File: src/rtl/pipelined_cla_adder.sv
// ---------------------------------------------------------------------------
// pipelined_cla_adder
//
// Pipelined carry-lookahead adder. The WIDTH-bit operands are cut into
// NSEG = WIDTH/SEG_W segments. Each segment is added in its own pipeline
// stage by a SEG_W-bit lookahead adder. That adder uses 4-bit generate/propagate
// groups with lookahead at the group level as well. The carry out of each
// stage is registered and feeds the next stage. A beat accepted on clock
// edge t is presented on the output after edge t+NSEG-1.
//
// Optional feature (macro PCLA_SUB_EN):
//   When it is defined, the port 'sub' exists. A beat with sub=1 computes
//   a + ~b + 1 and ignores cin. sum[WIDTH] is then NOT borrow.
//   When it is undefined, the block only adds: a + b + cin.
//
// Ports
//   clk        in   1        rising-edge clock
//   rst_n      in   1        asynchronous active-low reset
//   in_valid   in   1        operand beat valid
//   in_ready   out  1        block can accept a beat this cycle
//   a, b       in   WIDTH    operands (unsigned / two's complement)
//   cin        in   1        carry in
//   sub        in   1        subtract select (PCLA_SUB_EN only)
//   out_valid  out  1        result valid
//   out_ready  in   1        downstream accepts result
//   sum        out  WIDTH+1  {carry_out, sum[WIDTH-1:0]}
//   ovf        out  1        signed overflow (carry into MSB ^ carry out of MSB)
// ---------------------------------------------------------------------------
module pipelined_cla_adder #(
  parameter int WIDTH = 32,
  parameter int SEG_W = 16
) (
  input  logic             clk,
  input  logic             rst_n,
  input  logic             in_valid,
  output logic             in_ready,
  input  logic [WIDTH-1:0] a,
  input  logic [WIDTH-1:0] b,
  input  logic             cin,
`ifdef PCLA_SUB_EN
  input  logic             sub,
`endif
  output logic             out_valid,
  input  logic             out_ready,
  output logic [WIDTH:0]   sum,
  output logic             ovf
);

  localparam int NSEG = WIDTH / SEG_W;
  localparam int NGRP = SEG_W / 4;

  if (SEG_W <= 0 || (SEG_W % 4) != 0) begin : g_bad_seg_w
    $error("pipelined_cla_adder: SEG_W must be a positive multiple of 4");
  end
  if (WIDTH < SEG_W || (WIDTH % SEG_W) != 0) begin : g_bad_width
    $error("pipelined_cla_adder: WIDTH must be a multiple of SEG_W");
  end

  // Returns every bit carry c[0..SEG_W] of one segment.
  // Group carries are written out as a sum of products over the group G/P terms,
  // and not as a ripple between groups. The bit carries inside a group are
  // built the same way from the group carry-in.
  function automatic logic [SEG_W:0] seg_carries(input logic [SEG_W-1:0] g,
                                                 input logic [SEG_W-1:0] p,
                                                 input logic             c0);
    logic [NGRP-1:0] grp_g;
    logic [NGRP-1:0] grp_p;
    logic [NGRP:0]   grp_c;
    logic [SEG_W:0]  c;
    logic            term;
    grp_g = '0;
    grp_p = '0;
    grp_c = '0;
    c     = '0;
    for (int j = 0; j < NGRP; j++) begin
      for (int i = 0; i < 4; i++) begin
        term = g[4*j+i];
        for (int m = i + 1; m < 4; m++) term = term & p[4*j+m];
        grp_g[j] = grp_g[j] | term;
      end
      grp_p[j] = &p[4*j +: 4];
    end
    for (int j = 0; j <= NGRP; j++) begin
      term = c0;
      for (int m = 0; m < j; m++) term = term & grp_p[m];
      grp_c[j] = term;
      for (int i = 0; i < j; i++) begin
        term = grp_g[i];
        for (int m = i + 1; m < j; m++) term = term & grp_p[m];
        grp_c[j] = grp_c[j] | term;
      end
    end
    for (int j = 0; j < NGRP; j++) begin
      for (int i = 0; i < 4; i++) begin
        term = grp_c[j];
        for (int m = 0; m < i; m++) term = term & p[4*j+m];
        c[4*j+i] = term;
        for (int n = 0; n < i; n++) begin
          term = g[4*j+n];
          for (int m = n + 1; m < i; m++) term = term & p[4*j+m];
          c[4*j+i] = c[4*j+i] | term;
        end
      end
    end
    c[SEG_W] = grp_c[NGRP];
    return c;
  endfunction

  // acc holds the finished sum bits below the current segment. Above it,
  // acc holds the operand-A bits that have not been used yet.
  logic [NSEG-1:0][WIDTH-1:0] acc_q, acc_d;
  logic [NSEG-1:0][WIDTH-1:0] b_q, b_d;
  logic [NSEG-1:0]            carry_q, carry_d;
  logic [NSEG-1:0]            valid_q, valid_d;
  logic                       ovf_q, ovf_d;

  logic [NSEG-1:0][WIDTH-1:0] src_acc;
  logic [NSEG-1:0][WIDTH-1:0] src_b;
  logic [NSEG-1:0]            src_cin;
  logic [NSEG-1:0]            src_v;
  logic [WIDTH-1:0]           b_eff;
  logic                       cin_eff;
  logic                       stall;
  logic                       accept;
  logic [SEG_W-1:0]           seg_a;
  logic [SEG_W-1:0]           seg_b;
  logic [SEG_W:0]             seg_c;

  // Subtraction inverts B and forces the carry-in as the beat enters.
  // The inverted operand then flows down the pipe, so each beat keeps its own
  // add/subtract choice without a separate flag.
`ifdef PCLA_SUB_EN
  always_comb begin
    b_eff   = sub ? ~b : b;
    cin_eff = sub ? 1'b1 : cin;
  end
`else
  always_comb begin
    b_eff   = b;
    cin_eff = cin;
  end
`endif

  // The whole pipe freezes as one unit while the output is held. This keeps
  // each beat paired with the carry that was registered for it.
  always_comb begin
    stall    = valid_q[NSEG-1] & ~out_ready;
    in_ready = ~stall;
    accept   = in_valid & in_ready;
  end

  // Stage inputs: stage 0 reads the ports, and every other stage reads the
  // register of the stage before it.
  always_comb begin
    src_acc    = '0;
    src_b      = '0;
    src_cin    = '0;
    src_v      = '0;
    src_acc[0] = a;
    src_b[0]   = b_eff;
    src_cin[0] = cin_eff;
    src_v[0]   = accept;
    for (int k = 1; k < NSEG; k++) begin
      src_acc[k] = acc_q[k-1];
      src_b[k]   = b_q[k-1];
      src_cin[k] = carry_q[k-1];
      src_v[k]   = valid_q[k-1];
    end
  end

  // Each stage adds its own segment and replaces that slice of acc with the sum.
  // Data registers load only for valid beats. While out_valid is low, the
  // output keeps its last result, and X operands never reach the valid path.
  always_comb begin
    acc_d   = acc_q;
    b_d     = b_q;
    carry_d = carry_q;
    valid_d = valid_q;
    ovf_d   = ovf_q;
    seg_a   = '0;
    seg_b   = '0;
    seg_c   = '0;
    for (int k = 0; k < NSEG; k++) begin
      seg_a = src_acc[k][k*SEG_W +: SEG_W];
      seg_b = src_b[k][k*SEG_W +: SEG_W];
      seg_c = seg_carries(seg_a & seg_b, seg_a ^ seg_b, src_cin[k]);
      if (!stall) begin
        valid_d[k] = src_v[k];
        if (src_v[k]) begin
          acc_d[k]                     = src_acc[k];
          acc_d[k][k*SEG_W +: SEG_W]   = seg_a ^ seg_b ^ seg_c[SEG_W-1:0];
          b_d[k]                       = src_b[k];
          carry_d[k]                   = seg_c[SEG_W];
          if (k == NSEG - 1) ovf_d     = seg_c[SEG_W] ^ seg_c[SEG_W-1];
        end
      end
    end
  end

  // A reset clears every stage. Beats that were in flight are dropped.
  always_ff @(posedge clk or negedge rst_n) begin
    if (!rst_n) begin
      acc_q   <= '0;
      b_q     <= '0;
      carry_q <= '0;
      valid_q <= '0;
      ovf_q   <= 1'b0;
    end else begin
      acc_q   <= acc_d;
      b_q     <= b_d;
      carry_q <= carry_d;
      valid_q <= valid_d;
      ovf_q   <= ovf_d;
    end
  end

  always_comb begin
    out_valid = valid_q[NSEG-1];
    sum       = {carry_q[NSEG-1], acc_q[NSEG-1]};
    ovf       = ovf_q;
  end

endmodule

File: config.mk
export PLATFORM = sky130hd
export DESIGN_NAME = pipelined_cla_adder
export DESIGN_NICKNAME = d
export VERILOG_FILES = /design/src/rtl/pipelined_cla_adder.sv
export SDC_FILE = /design/constraint.sdc
export NUM_CORES = 1
export LEC_CHECK = 0
export ABC_AREA = 1
export CORE_MARGIN = 10
export CORE_UTILIZATION = 45
export DETAILED_ROUTE_END_ITERATION = 10
export HOLD_SLACK_MARGIN = 0.06
export PLACE_DENSITY = 0.72
export SKIP_LAST_GASP = 1
export SYNTH_ARGS = -nofsm -noshare
export SYNTH_HDL_FRONTEND = slang
export SYNTH_SLANG_ARGS = --single-unit
File: constraint.sdc
create_clock -name clk -period 4.3 [get_ports clk]
set_input_delay 0.43 -clock clk [delete_from_list [all_inputs] [get_ports clk]]
set_output_delay 0.43 -clock clk [all_outputs]
set_load 0.01 [all_outputs]
Word level (Yosys, flattened, before mapping)
Index checks and enable logic that the tools add are counted.
Widths: inputs -> output; s select.
{"block": "op_classes", "n_reduce_logical": 10, "bitwise_logic": 195}
{"operator": "$and 1x1->1", "n": 94}
{"operator": "$or 1x1->1", "n": 92}
{"operator": "$xor 16x16->16", "n": 4}
{"operator": "$and 16x16->16", "n": 2}
{"operator": "$reduce_and 4->1", "n": 8}
{"operator": "$reduce_and 2->1", "n": 2}
{"operator": "$not 1->1", "n": 2}
{"operator": "$xor 1x1->1", "n": 1}
{"block": "totals", "wordCells": 212, "input_bits": 69, "out_inout_bits": 36, "ff_bits": 101}

Logic depth before layout (Yosys ltp)
Gate-level depths: netlist (run 1).
{"block": "depth", "depth_word": 19, "mapped_depth": 16}

Least setup slack after synthesis (run 1)
No wires, ideal clock.
{"block": "synth_timing", "path_kind": "input to register", "from": "in a[5]", "to": "reg acc_q[11] (netlist name)", "path_slack_ns": 2.046, "stages": 13, "arrival_time_ns": 2.171, "required_time_ns": 4.217, "setup_ns": 0.083, "path_cell_list": "ha_1 > nand2_1 > nand2_1 > nand3_1 > nand2_1 > or3_1 > ha_1 > o21ai_0 > nand2_1 > nand2_1 > nand2_1 > xor2_1 > o21ai_0"}
{"block": "synth_between", "elab_chain_cells": 15}
{"element": "start: declaration", "line_no": "37", "source": "input logic [WIDTH-1:0] a,"}
{"element": "$xor 16x16->16", "line_no": "186", "source": "seg_c = seg_carries(seg_a & seg_b, seg_a ^ seg_b, src_cin[k]);"}
{"element": "$and 1x1->1 (3 in a row)", "line_no": "78", "source": "for (int m = i + 1; m < 4; m++) term = term & p[4*j+m];"}
{"element": "$or 1x1->1 (3 in a row)", "line_no": "79", "source": "grp_g[j] = grp_g[j] | term;"}
{"element": "$or 1x1->1 (*)", "line_no": "90", "source": "grp_c[j] = grp_c[j] | term;"}
{"element": "$and 1x1->1 (*) (3 in a row)", "line_no": "96", "source": "for (int m = 0; m < i; m++) term = term & p[4*j+m];"}
{"element": "$or 1x1->1 (*) (3 in a row)", "line_no": "101", "source": "c[4*j+i] = c[4*j+i] | term;"}
{"element": "$xor 16x16->16 (*)", "line_no": "191", "source": "acc_d[k][k*SEG_W +: SEG_W] = seg_a ^ seg_b ^ seg_c[SEG_W-1:0];"}
{"element": "end signal: assignment", "line_no": "203", "source": "acc_q <= '0;"}
{"element": "end signal: assignment", "line_no": "209", "source": "acc_q <= acc_d;"}
{"element": "end: declaration", "line_no": "111", "source": "logic [NSEG-1:0][WIDTH-1:0] acc_q, acc_d;"}
Mark *: on every way between the ends. The rest lies on a longest branch, timed or not.
A chain may end at the register's enable or synchronous reset.

Worst setup path after layout (run 1)
Ends and elaborated chain as after synthesis.

==> results of run 1 <==
[final cells by class]
class	count	area (um^2)	area share, %
multi-input cells	391	2220	37.7
inverters	36	135	2.29
clock buffers	9	124	2.10
flip-flops and latches	85	2130	36.1
clock inverters	7	78.8	1.34
repair buffers	104	1040	17.6
well taps	136	170	2.89
[routing by layer]
layer	part of all wire, %	routed length [um]
met4	0.90	95
met2	50	5280
met3	4.9	522
met5	0	0
met1	44	4690
[per-stage QoR]
stage          instance area, um^2  total power, mW  utilization, %  setup WS, ns
6_report                      5890             2.78            56.8          1.79
5_1_grt                       5890             2.99            56.8          1.60
4_1_cts                       5890             2.81            56.8          1.77
3_5_place_dp                  5690             2.21            54.9          1.41
3_3_place_gp                  5690             2.19            54.9          1.53
2_1_floorplan                 4830             1.89               -          2.05
[cells in the mapped netlist]
cell      instances
a21oi_1          13
a22oi_2           1
a31oi_1           3
buf_1             1
buf_2            11
buf_4            33
buf_6             3
clkbuf_1          1
dfrtp_1          85
fa_1              8
ha_1             40
inv_1            33
inv_2             3
nand2_1         225
nand2_2           1
nand2_4           1
nand3_1          14
nand4_1           2
nand4_2           2
nor2_1           11
nor2_2            4
nor2_4            1
nor2_8            1
nor3_1            2
o21ai_0          31
o21ai_1           6
o22ai_1           5
or2_2             1
or3_1             1
xnor2_1           9
xor2_1            9
[power by group]
part           switching (mW)  leakage [nW]  internal (mW)
logic                   0.514          1.78          0.522
registers               0.134          1.05           1.02
clock network           0.315        0.0982          0.276
total                   0.962          2.93           1.82
[registers in the layout, indices dropped and copies added, names as in the netlist]
name / cells
valid_q: 2
sum: 32
b_q: 16
acc_q: 32
ovf: 1
carry_q: 2
[final timing paths]
path	to	slack, ns	cells after the start
worst max-delay path	acc_q[11]	1.79	14
worst min-delay path	acc_q[31]	0.25	1
worst max register to register	sum[23]	1.98	12
worst min register to register	sum[7]	0.48	2
max in group asynchronous	sum[27]	3.35	1
min in group clk	sum[7]	0.48	2
[worst reg2reg max path, cell delays in order, from the launching register on]
cell	delay, ns
dfrtp_1	0.39
ha_1	0.35
nand2_1	0.11
nand2_1	0.06
nand2_1	0.05
nand2_1	0.08
or2_2	0.32
ha_1	0.20
nand2_1	0.05
nand3_1	0.11
a21oi_1	0.19
xor2_1	0.20
o21ai_1	0.08
[cell families (layout without fill, tap and decap cells)]
kind of cell    count (synthesis)  count (layout)
xor+xnor                       18              18
buf+inv                        85             156
compound gates                 59              59
simple gates                  266             266
fa+ha+maj                      48              48
flops                          85              85
==> impl_metrics.csv, run 1 <==
group,metric,value,unit
global_route,grt_overflow_total,0,
clocking,post_cts_buffers,0,
logic_synthesis,synth_seq_area_share,44.1,%
worst_setup_path,crit_start,"a[5]",
worst_hold_path,hp-class,"in2async",
sta,worst_pin_slew,1.07,ns
worst_setup_path,crit_top_cell,"nand2_1",
worst_setup_path,arrival,2.77,ns
logic_synthesis,yosys_warnings,0,
global_route,gr-usage-all-layers,14.2,%
logic_synthesis,synthCells,561,
detailed_routing,avgRoutedWirePerCell,13.8,um
finish,layout_commonest_cell,"nand2_1",
worst_setup_path,critPathRequiredTime,4.57,ns
sta,fin_skew,0.0123,ns
logic_synthesis,synth.cell_area,4830,um^2
clocking,ctsHoldBuffers,0,
finish,finish.net_count,744,
global_route,top_usage_layer,"met2",
worst_setup_path,slowest_delay,0.41,ns
sta,rsz0062_at_grt,"false",
global_route,antenna_found_initial,0,
global_route,grt_util_met1,17.3,%
logic_synthesis,synthXorXnorAreaFrac,3.27,%
worst_setup_path,cp_top_family,"simple AND/OR/NAND/NOR gates",
global_route,use_met2,24.7,%
clocking,cts_num_sinks,85,
logic_synthesis,synth.area.mux_share,0,%
finish,layout-drive-gt1-share,5.06,%
worst_setup_path,critPathLaunchType,"input pin",
worst_setup_path,end_kind,"register",
die,ios,105,
global_route,grtUsageMet3,3.21,%
power,leakage,2.93,nW
placement,place_hpwl,7920,um
worst_setup_path,crit_buf_inv,1,
detailed_routing,wl,10600,um
sta,hold_ws,0.246,ns
finish,instances_no_fill,768,
sta,hold_viol,0,
logic_synthesis,synth_top_cell_by_area,"dfrtp_1",
logic_synthesis,ys_ff_latch,85,
logic_synthesis,synth-compound-area-share,6.48,%
detailed_routing,drtAntennaViolNets,0,
job,drv_cap,0,
sta,finalCriticalPeriod,2.51,ns
worst_setup_path,crit_chain,"clkdlybuf4s50_1 -> ha_1 -> nand2_1 -> nand2_1 -> nand3_1 -> nand2_1 -> or3_1 -> ha_1 -> o21ai_0 -> nand2_1 -> nand2_1 -> nand2_1 -> xor2_1 -> o21ai_0",
power,p_per_area,471,nW/um^2
logic_synthesis,synth_cell_types,31,
finish,antenna-diode-count,0,
logic_synthesis,syn_nets,678,
clocking,clock_tree.buffer_depth,2,
finish,area_growth,22.1,%
sta,period_share,58.3,%
power,ir_worst_vdd,0.000272,V
worst_setup_path,timing.rr.start,"acc_q[17]",
detailed_routing,vias,3666,
detailed_routing,firstDrtPassIters,4,
global_route,grt_pass1_wl,17500,um
logic_synthesis,avgSynthCellArea,8.60,um^2
worst_setup_path,cpMaxStageDelayCell,"clkdlybuf4s50_1",
placement,place_inst,752,
detailed_routing,drt_iter0_markers,172,
finish,fillers,975,
sta,slew_headroom,28.6,%
clocking,cts_tree,"yes",
sta,drv_slew,0,
sta,tns,0,ns
clocking,cts_root_buf,"clkbuf_8",
die,start_util,46.5,%
die,die-area,15300,um^2
sta,final-setup-viol-count,0,
run_status,status,"complete, no violations",
sta,max_freq,399,MHz
clocking,worstSkewPairLatency,0.36,ns
logic_synthesis,yosys-top-cells-area,"dfrtp_1, nand2_1, ha_1",
die,rows,37,
die,die_y,124,um
finish,mostFrequentLayoutCells,"nand2_1, clkdlybuf4s50_1, dfrtp_1, ha_1, inv_1",
worst_setup_path,cp_max_fo,4,
worst_setup_path,setup.worst_path.class,"in2reg",
die,die_w,124,um
global_route,grt_max_degree,86,
global_route,grt_pass1_vias,3788,
clocking,numCtsBuffers,9,
logic_synthesis,synth_top_family_by_area,"simple AND/OR/NAND/NOR gates",
die,core-area,10400,um^2
placement,gp_congestion,0.801,
clocking,post_cts_resized,0,
detailed_routing,via_per_inst,4.77,
logic_synthesis,synth_top_area_share,44.1,%
placement,io_buffers,104,
clocking,clk_pin_slew,0.09,ns
detailed_routing,drc_errors,0,
clocking,htree_levels,3,
logic_synthesis,synth_simple_gate_area_share,22.6,%
logic_synthesis,synth-adder-area-share,13.7,%
(Power assumes the default switching activity.)
==> inputs of run 2 (changes only) <==
- PLACE_DENSITY: 0.72 -> 0.75
- clock period: 4.3 -> 2 ns (I/O delays scaled with it)
==> impl_metrics.csv, run 2 (synthesized netlist as in run 1, its figures left out) <==
group,metric,value,unit
run_status,status,"complete, but fails checks",
run_status,violations,"setup timing",
worst_setup_path,slowest_delay,0.43,ns
sta,period_share,104,%
detailed_routing,wl_met2,6780,um
worst_setup_path,regToRegEndpoint,"sum[28]",
sta,setup_ws,-0.0855,ns
sta,max_freq,479,MHz
detailed_routing,firstDrtPassIters,4,
die,core-area,10400,um^2
global_route,gr-usage-all-layers,15.4,%
sta,worst_pin_slew,0.789,ns
sta,slew_headroom,47.3,%
sta,hold_ws,0.357,ns
die,die_y,124,um
finish,layout-drive-gt1-share,24.3,%
finish,area_growth,42.2,%
detailed_routing,via_per_inst,4.78,
power,internal_power,4.28,mW
worst_setup_path,timing.rr.start,"b_q[19]",
clocking,clock_tree.buffer_depth,2,
clocking,worstSkewPairLatency,0.35,ns
clocking,cts_root_buf,"clkbuf_8",
finish,finish.net_count,808,
sta,drv_slew,0,
clocking,clk_pin_slew,0.09,ns
finish,register_area,2130,um^2
power,pwr-share-seq,38.0,%
placement,place_ws,-0.557,ns
placement,placed_area,6120,um^2
placement,io_buffers,104,
global_route,grt_pass1_vias,4160,
clocking,cts_tree,"yes",
power,swShare,34.8,%
die,rows,37,
detailed_routing,vias,3973,
placement,gp_congestion,0.860,
power,clkPwrFrac,17.3,%
finish,multi_input_area,2690,um^2
power,p_sw,2.28,mW
finish,antenna-diode-count,0,
global_route,grt_overflow_total,0,
placement,place_hpwl,8780,um
power,p_total,6.55,mW
sta,finalCriticalPeriod,2.09,ns
detailed_routing,drtAntennaViolNets,0,
worst_setup_path,cpMaxStageDelayCell,"dfrtp_1",
finish,mostFrequentLayoutCells,"nand2_1, dfrtp_1, clkdlybuf4s50_1, buf_4, inv_1",
worst_hold_path,hp-class,"in2async",
worst_setup_path,end_kind,"register",
detailed_routing,dr_wl_met3,596,um
die,die-area,15300,um^2
power,p_per_area,955,nW/um^2
sta,rsz0062_at_grt,"true",
detailed_routing,drt_iter0_markers,199,
clocking,numCtsBuffers,9,
global_route,grt_pass1_wl,19000,um
worst_setup_path,critPathRequiredTime,2.24,ns
worst_setup_path,critPathLaunchType,"register",
power,ir_worst_vdd,0.000456,V
clocking,htree_levels,3,
die,start_util,46.5,%
sta,final-setup-viol-count,9,
clocking,cts_num_sinks,85,
power,leakage,3.37,nW
worst_setup_path,crit_chain,"ha_4 -> nand2_4 -> buf_4 -> nor2_4 -> nand3_2 -> nand4_4 -> buf_6 -> fa_2 -> nand2_1 -> nand2_1",
worst_setup_path,arrival,2.33,ns
die,die_w,124,um
finish,layout_commonest_cell,"nand2_1",
detailed_routing,wl,12400,um
die,ios,105,
job,drv_cap,0,
detailed_routing,drc_errors,0,
global_route,antenna_found_initial,0,
worst_setup_path,crit_buf_inv,2,
detailed_routing,met1_length,4820,um
worst_setup_path,rrSetupSlack,-0.09,ns
worst_setup_path,cp_top_family,"adder cells",
worst_setup_path,worstRegToRegCells,10,
sta,fin_skew,0.0147,ns
finish,fin_area,6870,um^2
power,combPwrFrac,44.7,%
worst_setup_path,crit_top_cell,"nand2_1",
worst_setup_path,setup.worst_path.class,"reg2reg",
worst_setup_path,cp_max_fo,3,
detailed_routing,avgRoutedWirePerCell,14.9,um
finish,fillers,819,
detailed_routing,dr.max_layer_used,"met4",
global_route,grt_max_degree,52,
sta,hold_viol,0,
run 2: changes by cell type in the layout (fill, tap and decap cells not counted), moves of 9 or more:
| cell | previous run | this run |
|---|---|---|
| nand2_2 | 1 | 21 |
| buf_4 | 1 | 59 |
| ha_1 | 40 | 20 |
| o21ai_0 | 31 | 22 |
| clkdlybuf4s50_1 | 103 | 84 |
| nand2_1 | 225 | 201 |
| ha_4 | 0 | 19 |
| dlygate4sd2_1 | 0 | 14 |
run 2: stage by stage:
step	utilization [%]	std cells	setup TNS, ns
2_1_floorplan	-	561	-0.00357
3_3_place_gp	59.0	798	-3.82
3_5_place_dp	59.0	798	-5.60
4_1_cts	63.3	824	-0.687
5_1_grt	66.2	832	-1.78
6_report	66.2	832	-0.425
run 2: area by class of cell:
class	instances	area share [%]
clock inverter	4	0.456
inverter	36	1.97
clock buffer	12	2.26
tap	136	2.48
timing repair buffer	168	22.6
multi-input combinational	391	39.2
sequential	85	31.0
run 2: per-layer routing:
metal | up-vias | GRT usage, %
li1 | 1997 | -
met1 | 1878 | 16.9
met2 | 83 | 28.9
met3 | 15 | 3.76
met4 | 0 | 4.51
met5 | - | 0
run 2: worst max-delay path by stage:
stage | slack [ns] | start | depth (start not counted) | endpoint
2_1_floorplan | -0.004 | b_q[19] | 12 | sum[23]
3_3_place_gp | -0.46 | a[3] | 14 | acc_q[11]
3_5_place_dp | -0.56 | a[7] | 12 | acc_q[11]
4_1_cts | -0.13 | b_q[17] | 13 | sum[27]
5_1_grt | -0.18 | b_q[25] | 15 | sum[31]
6_report | -0.09 | b_q[19] | 10 | sum[28]
run 2: repair_timing:
item,in CTS,in global routing
setup buffers,9,8
setup endpoints to repair,18,19
endpoints found under the hold margin,36,0
pin swaps,47,49
cloned,0,0
resized for setup,56,57
hold buffers,1,0
run 2: power groups by stage:
stage | Combinational, mW | Sequential, mW | Clock, mW
3_5_place_dp | 2.53 | 2.51 | 0
2_1_floorplan | 1.65 | 2.43 | 0
4_1_cts | 2.71 | 2.49 | 1.17
5_1_grt | 3.23 | 2.55 | 1.24
3_3_place_gp | 2.46 | 2.49 | 0
6_report | 2.93 | 2.49 | 1.13
